[src/rtl/mqs_axi_arb_pkg.sv]
// Shared types and constants for the AXI4 read-port arbiter.
// Optional QoS-based selection is enabled with MQS_AXI_RD_ARB_QOS_EN.
package mqs_axi_arb_pkg;

  typedef enum logic [1:0] {
    IDLE = 2'd0,
    ADDR = 2'd1,
    DATA = 2'd2
  } arb_state_e;

  localparam int unsigned QOS_W   = 4;
  localparam int unsigned MAX_MST = 8;

endpackage

[src/rtl/mqs_rr_arbiter.sv]
// Combinational round-robin picker: first requester at or after the pointer wins.
// With MQS_AXI_RD_ARB_QOS_EN defined, only the highest-QoS requesters compete.
module mqs_rr_arbiter
  import mqs_axi_arb_pkg::*;
#(
  parameter int unsigned NUM_REQ = 2,
  parameter int unsigned IDX_W   = $clog2(NUM_REQ)
) (
  input  logic [NUM_REQ-1:0]       req_i,
  input  logic [IDX_W-1:0]         ptr_i,
`ifdef MQS_AXI_RD_ARB_QOS_EN
  input  logic [NUM_REQ*QOS_W-1:0] qos_i,
`endif
  output logic [NUM_REQ-1:0]       gnt_oh_o,
  output logic [IDX_W-1:0]         gnt_idx_o
);

  logic [NUM_REQ-1:0] cand;
  logic               found;
  int unsigned        j;

`ifdef MQS_AXI_RD_ARB_QOS_EN
  logic [QOS_W-1:0] max_qos;

  always_comb begin
    max_qos = '0;
    for (int unsigned i = 0; i < NUM_REQ; i++) begin
      if (req_i[i] && (qos_i[i*QOS_W +: QOS_W] > max_qos)) begin
        max_qos = qos_i[i*QOS_W +: QOS_W];
      end
    end
    cand = '0;
    for (int unsigned i = 0; i < NUM_REQ; i++) begin
      cand[i] = req_i[i] && (qos_i[i*QOS_W +: QOS_W] == max_qos);
    end
  end
`else
  assign cand = req_i;
`endif

  always_comb begin
    gnt_oh_o  = '0;
    gnt_idx_o = '0;
    found     = 1'b0;
    j         = 0;
    for (int unsigned k = 0; k < NUM_REQ; k++) begin
      j = (32'(ptr_i) + k) % NUM_REQ;
      if (!found && cand[j]) begin
        found       = 1'b1;
        gnt_oh_o[j] = 1'b1;
        gnt_idx_o   = IDX_W'(j);
      end
    end
  end

endmodule

[src/rtl/mqs_axi4_rd_arbiter.sv]
// Shares one AXI4 read port (AR + R) between NUM_MST masters, one burst at a time.
// Define MQS_AXI_RD_ARB_QOS_EN to let the highest ARQOS win ahead of round robin.
module mqs_axi4_rd_arbiter
  import mqs_axi_arb_pkg::*;
#(
  parameter int unsigned NUM_MST = 2,
  parameter int unsigned AR_W    = 96,
  parameter int unsigned R_W     = 75
) (
  input  logic                       ACLK,
  input  logic                       ARESETn,
  input  logic [NUM_MST-1:0]         m_ARVALID,
  output logic [NUM_MST-1:0]         m_ARREADY,
  input  logic [NUM_MST*AR_W-1:0]    m_ARPAYLOAD,
  input  logic [NUM_MST*QOS_W-1:0]   m_ARQOS,
  output logic [NUM_MST-1:0]         m_RVALID,
  input  logic [NUM_MST-1:0]         m_RREADY,
  output logic [R_W-1:0]             m_RPAYLOAD,
  output logic                       m_RLAST,
  output logic                       s_ARVALID,
  input  logic                       s_ARREADY,
  output logic [AR_W-1:0]            s_ARPAYLOAD,
  output logic [QOS_W-1:0]           s_ARQOS,
  input  logic                       s_RVALID,
  output logic                       s_RREADY,
  input  logic [R_W-1:0]             s_RPAYLOAD,
  input  logic                       s_RLAST,
  output logic [$clog2(NUM_MST)-1:0] grant_idx,
  output logic                       busy
);

  localparam int unsigned IDX_W = $clog2(NUM_MST);

  arb_state_e         state_q;
  logic [IDX_W-1:0]   grant_q;
  logic [NUM_MST-1:0] gnt_oh_q;
  logic [IDX_W-1:0]   ptr_q;
  logic [IDX_W-1:0]   ptr_d;
  logic [NUM_MST-1:0] arb_oh;
  logic [IDX_W-1:0]   arb_idx;

  mqs_rr_arbiter #(
    .NUM_REQ (NUM_MST),
    .IDX_W   (IDX_W)
  ) u_rr (
    .req_i     (m_ARVALID),
    .ptr_i     (ptr_q),
`ifdef MQS_AXI_RD_ARB_QOS_EN
    .qos_i     (m_ARQOS),
`endif
    .gnt_oh_o  (arb_oh),
    .gnt_idx_o (arb_idx)
  );

  assign ptr_d = (grant_q == IDX_W'(NUM_MST - 1)) ? '0 : grant_q + 1'b1;

  always_ff @(posedge ACLK or negedge ARESETn) begin
    if (!ARESETn) begin
      state_q  <= IDLE;
      grant_q  <= '0;
      gnt_oh_q <= '0;
      ptr_q    <= '0;
    end else begin
      unique case (state_q)
        IDLE: if (|m_ARVALID) begin
          state_q  <= ADDR;
          grant_q  <= arb_idx;
          gnt_oh_q <= arb_oh;
        end
        ADDR: if (s_ARVALID && s_ARREADY) state_q <= DATA;
        DATA: if (s_RVALID && s_RREADY && s_RLAST) begin
          state_q <= IDLE;
          ptr_q   <= ptr_d;
        end
        default: state_q <= IDLE;
      endcase
    end
  end

  // Handshakes are steered by the registered one-hot owner; state gates which channel is open.
  always_comb begin
    m_ARREADY = '0;
    m_RVALID  = '0;
    s_ARVALID = 1'b0;
    s_RREADY  = 1'b0;
    unique case (state_q)
      ADDR: begin
        s_ARVALID = |(m_ARVALID & gnt_oh_q);
        m_ARREADY = gnt_oh_q & {NUM_MST{s_ARREADY}};
      end
      DATA: begin
        m_RVALID = gnt_oh_q & {NUM_MST{s_RVALID}};
        s_RREADY = |(m_RREADY & gnt_oh_q);
      end
      default: ;
    endcase
  end

  always_comb begin
    s_ARPAYLOAD = '0;
    s_ARQOS     = '0;
    for (int unsigned i = 0; i < NUM_MST; i++) begin
      if (grant_q == IDX_W'(i)) begin
        s_ARPAYLOAD = m_ARPAYLOAD[i*AR_W +: AR_W];
        s_ARQOS     = m_ARQOS[i*QOS_W +: QOS_W];
      end
    end
  end

  assign m_RPAYLOAD = s_RPAYLOAD;
  assign m_RLAST    = s_RLAST;
  assign grant_idx  = grant_q;
  assign busy       = (state_q != IDLE);

endmodule

[config.mk]
export PLATFORM = sky130hd
export DESIGN_NAME = mqs_axi4_rd_arbiter
export DESIGN_NICKNAME = d
export VERILOG_FILES = /design/src/rtl/mqs_axi_arb_pkg.sv /design/src/rtl/mqs_rr_arbiter.sv /design/src/rtl/mqs_axi4_rd_arbiter.sv
export SDC_FILE = /design/constraint.sdc
export NUM_CORES = 1
export LEC_CHECK = 0
export CAP_MARGIN = 5
export CORE_AREA = 8 8 178 180
export CTS_CLUSTER_DIAMETER = 60
export CTS_CLUSTER_SIZE = 40
export DETAILED_ROUTE_END_ITERATION = 10
export DIE_AREA = 0 0 186 188
export GPL_TIMING_DRIVEN = 1
export MAX_ROUTING_LAYER = met4
export SLEW_MARGIN = 15
export SYNTH_ARGS = -nofsm -noshare
export SYNTH_HDL_FRONTEND = slang
export SYNTH_SLANG_ARGS = --single-unit
[constraint.sdc]
create_clock -name ACLK -period 1.8 [get_ports ACLK]
set_input_delay 0.45 -clock ACLK [delete_from_list [all_inputs] [get_ports ACLK]]
set_output_delay 0.45 -clock ACLK [all_outputs]
set_load 0.05 [all_outputs]
==> qor.yml <==
run_status: "finished with violations"
violations: "negative setup slack"
ctsHtreeMaxLevel: 1
first_pass_grt_wire_length_um: 20110
ios: 468
timing.critical_path.arrival_ns: 1.56
fp.dieArea_um2: 34970
via_per_inst: 3.038
initial_core_util: 0.07216
worstPathMaxFanout: 17
rows: 63
power.share.sequential: 0.036
hold_slack_ns: 0.4562
die_height_um: 188
synthesis.nets: 505
finalHoldViolCount: 0
detailedRoute.firstPassIterationCount: 4
final.period_utilization: 1.115
clk-insertion-delay-late_ns: 0.23
worst_r2r_path_depth: 4
drive_gt1_frac: 0.5021
flow.area_growth_from_synthesis_pct: 173.6
path_clk_slew_ns: 0.04
numCtsBuffers: 3
final.min_clock_period_ns: 2.007
dp_slack_ns: -0.08257
maxSlewHeadroom: 0.8268
power.share.clock: 0.044
globalRouteTotalUtil: 0.07756
critical_path.reg2reg.endpoint: "ptr_q$_DFFE_PN0P_"
grt_start_max_net_pins: 20
final_nets: 757
first_iter_violations: 32
grt_overflow: 0
die_x_um: 186
finalMaxSlewViolations: 0
postSynthRegisterBits: 6
cts_root_buffer: "sky130_fd_sc_hd__clkbuf_16"
grt_pass1_vias: 2976
power_density_nw_per_um2: 1459
r2r_start: "grant_idx$_DFFE_PN0P_"
cp-start-kind: "register"
grt_setup_unrepaired: "true"
num_vias: 2622
fmax_ghz: 0.4983
internal-power_w: 0.003902
fill_cells: 3194
place_hpwl_um: 12770
power.net_switching_w: 0.004452
setup_viol: 100
post_cts_hold_buffer_count: 0
grt_antenna_before_repair: 1
antenna_violating_nets_post_route: 0
cp_slowest_stage_delay_ns: 0.48
critical_path_required_ns: 1.35
total_leakage_power_nw: 2.229
worst_clock_skew_ns: 0.003982
max-cap-violations: 0
cts_tree: "done"
clock-sinks: 6
io_buffer_count: 317
ctsLongestPathBuffers: 2
critical_path_cell_sequence: "buf_12 > buf_16 > mux2_4 > buf_6"
synth_warnings: 0
reg2reg_slack_ns: 0.38
post-route-drc-count: 0
cpMaxStageDelayCell: "sky130_fd_sc_hd__dfrtp_4"
criticalPathCategory: "register to output pin"
synthCells: 221
timing.final.ws_setup_ns: -0.2067
detail_route.wirelength_um: 15170
avgSynthCellArea_um2: 9.472
vdd_drop_max_mv: 0.7566
comb_power_share: 0.921
worst-slew-pin-transition_ns: 0.2564
final_util: 0.1974
switching_share: 0.5329
cp-end-kind: "output pin"
design.core.area_um2: 29010
synth_cell_types: 23
wire_length_per_cell_after_detailed_routing_um: 17.57
min-delay-path-class: "input pin to async pin"
routabilityCongestion: 0.7581
mappedNetlistArea_um2: 2093
synth_seq_area_share: 0.07173
through the flow:
stage	cells	cell area (µm²)	power, W	TNS, ns
2_1_floorplan	221	2095	0.005110	-0.3858
3_3_place_gp	852	5283	0.007282	-0.7165
3_5_place_dp	852	5283	0.007276	-0.6820
4_1_cts	861	5665	0.008353	-18.34
5_1_grt	863	5727	0.008686	-21.39
6_report	863	5727	0.008354	-16.66
cell usage after synthesis:
cell,n,area [µm²]
sky130_fd_sc_hd__and2_1,1,6.260
sky130_fd_sc_hd__a32o_1,1,10.01
sky130_fd_sc_hd__or2b_1,1,7.510
sky130_fd_sc_hd__nand2_1,3,11.26
sky130_fd_sc_hd__buf_4,85,638.1
sky130_fd_sc_hd__o41ai_1,1,8.760
sky130_fd_sc_hd__nor2b_1,1,6.260
sky130_fd_sc_hd__a22oi_1,1,7.510
sky130_fd_sc_hd__nor3_1,1,5.000
sky130_fd_sc_hd__mux2_2,100,1126
sky130_fd_sc_hd__a311oi_1,1,8.760
sky130_fd_sc_hd__o31ai_1,1,7.510
sky130_fd_sc_hd__o21ai_0,2,10.01
sky130_fd_sc_hd__a22o_1,1,8.760
sky130_fd_sc_hd__and3_1,4,25.02
sky130_fd_sc_hd__nand3_1,1,5.000
sky130_fd_sc_hd__dfrtp_1,6,150.1
sky130_fd_sc_hd__a31oi_1,2,12.51
sky130_fd_sc_hd__a21oi_1,2,10.01
sky130_fd_sc_hd__nor2_1,2,7.510
sky130_fd_sc_hd__buf_2,2,10.01
sky130_fd_sc_hd__and2b_1,1,7.510
sky130_fd_sc_hd__inv_1,1,3.750
flip-flops by register name, summed over array words and instances (netlist names):
name,flops
state_q,2
grant_idx,1
ptr_q,1
gnt_oh_q,2
power by group through the flow:
stage                     Clock [W]  Sequential [W]  Combinational, W
after global routing       0.000380        0.000310           0.00800
after floorplan                   0        0.000294           0.00482
after detailed placement          0        0.000331           0.00694
final                      0.000366        0.000297           0.00769
after global placement            0        0.000332           0.00695
after CTS                  0.000370        0.000291           0.00769
worst max-delay path: cells and delay by family (launching register included):
kind	cells	cell delay, ns
DFF	1	0.48
buffers and inverters	3	0.48
muxes	1	0.34
logic make-up (layout without fill, tap and decap cells):
kind of cell           count (synthesis)  count (layout)  share of synthesized area
AO/OA/AOI/OAI                         12              12                    0.04005
buffers and inverters                 88             339                     0.3114
AND/OR/NAND/NOR                       15              15                    0.03885
other                                  0               1                          0
multiplexers                         100             100                     0.5380
flip-flops                             6               6                    0.07173
layout make-up:
type | instances | area, µm² | share of cell area
Tap cell | 390 | 488.0 | 0.08521
Multi-Input combinational cell | 127 | 1333 | 0.2327
Timing Repair Buffer | 334 | 3667 | 0.6404
Sequential cell | 6 | 153.9 | 0.02687
Clock buffer | 4 | 78.83 | 0.01376
Antenna cell | 1 | 2.502 | 0.0004370
Inverter | 1 | 3.754 | 0.0006555
worst max-delay path by stage:
stage                     depth (start not counted)  slack [ns]                  start              end
after global routing                              4       -0.24  grant_idx$_DFFE_PN0P_   s_ARPAYLOAD[8]
after CTS                                         4       -0.22  grant_idx$_DFFE_PN0P_  s_ARPAYLOAD[62]
after floorplan                                   3      -0.005  grant_idx$_DFFE_PN0P_   s_ARPAYLOAD[0]
after detailed placement                          4       -0.08           m_ARVALID[0]        s_ARVALID
final                                             4       -0.21  grant_idx$_DFFE_PN0P_  s_ARPAYLOAD[62]
after global placement                            4       -0.09           m_ARVALID[0]        s_ARVALID
what timing repair did:
item                                    in CTS  in global routing
hold endpoints to repair                     0                  0
gates cloned                                 2                  1
endpoints found under the setup margin     102                105
pin swaps                                    1                  1
gates resized for setup                     60                  8
setup buffers                                3                  0
layer usage:
layer,track usage,routed length [µm],vias up
li1,-,-,1214
met1,0.08332,5705,1183
met3,0.03155,2048,20
met2,0.1338,7299,205
met4,0.01283,111,0
met5,-,0,-
layout by cell type, fill, tap and decap left out, types with 2 or more instances in the layout:
cell type / n
sky130_fd_sc_hd__buf_6: 49
sky130_fd_sc_hd__buf_12: 28
sky130_fd_sc_hd__a31oi_1: 2
sky130_fd_sc_hd__a21oi_1: 2
sky130_fd_sc_hd__clkdlybuf4s50_1: 205
sky130_fd_sc_hd__o21ai_0: 2
sky130_fd_sc_hd__mux2_4: 3
sky130_fd_sc_hd__clkbuf_16: 4
sky130_fd_sc_hd__and3_4: 4
sky130_fd_sc_hd__buf_4: 43
sky130_fd_sc_hd__dlygate4sd2_1: 2
sky130_fd_sc_hd__dfrtp_1: 5
sky130_fd_sc_hd__mux2_2: 97
sky130_fd_sc_hd__nand2_1: 3
sky130_fd_sc_hd__buf_16: 4
Note: power is estimated with default switching activity, not from simulation.
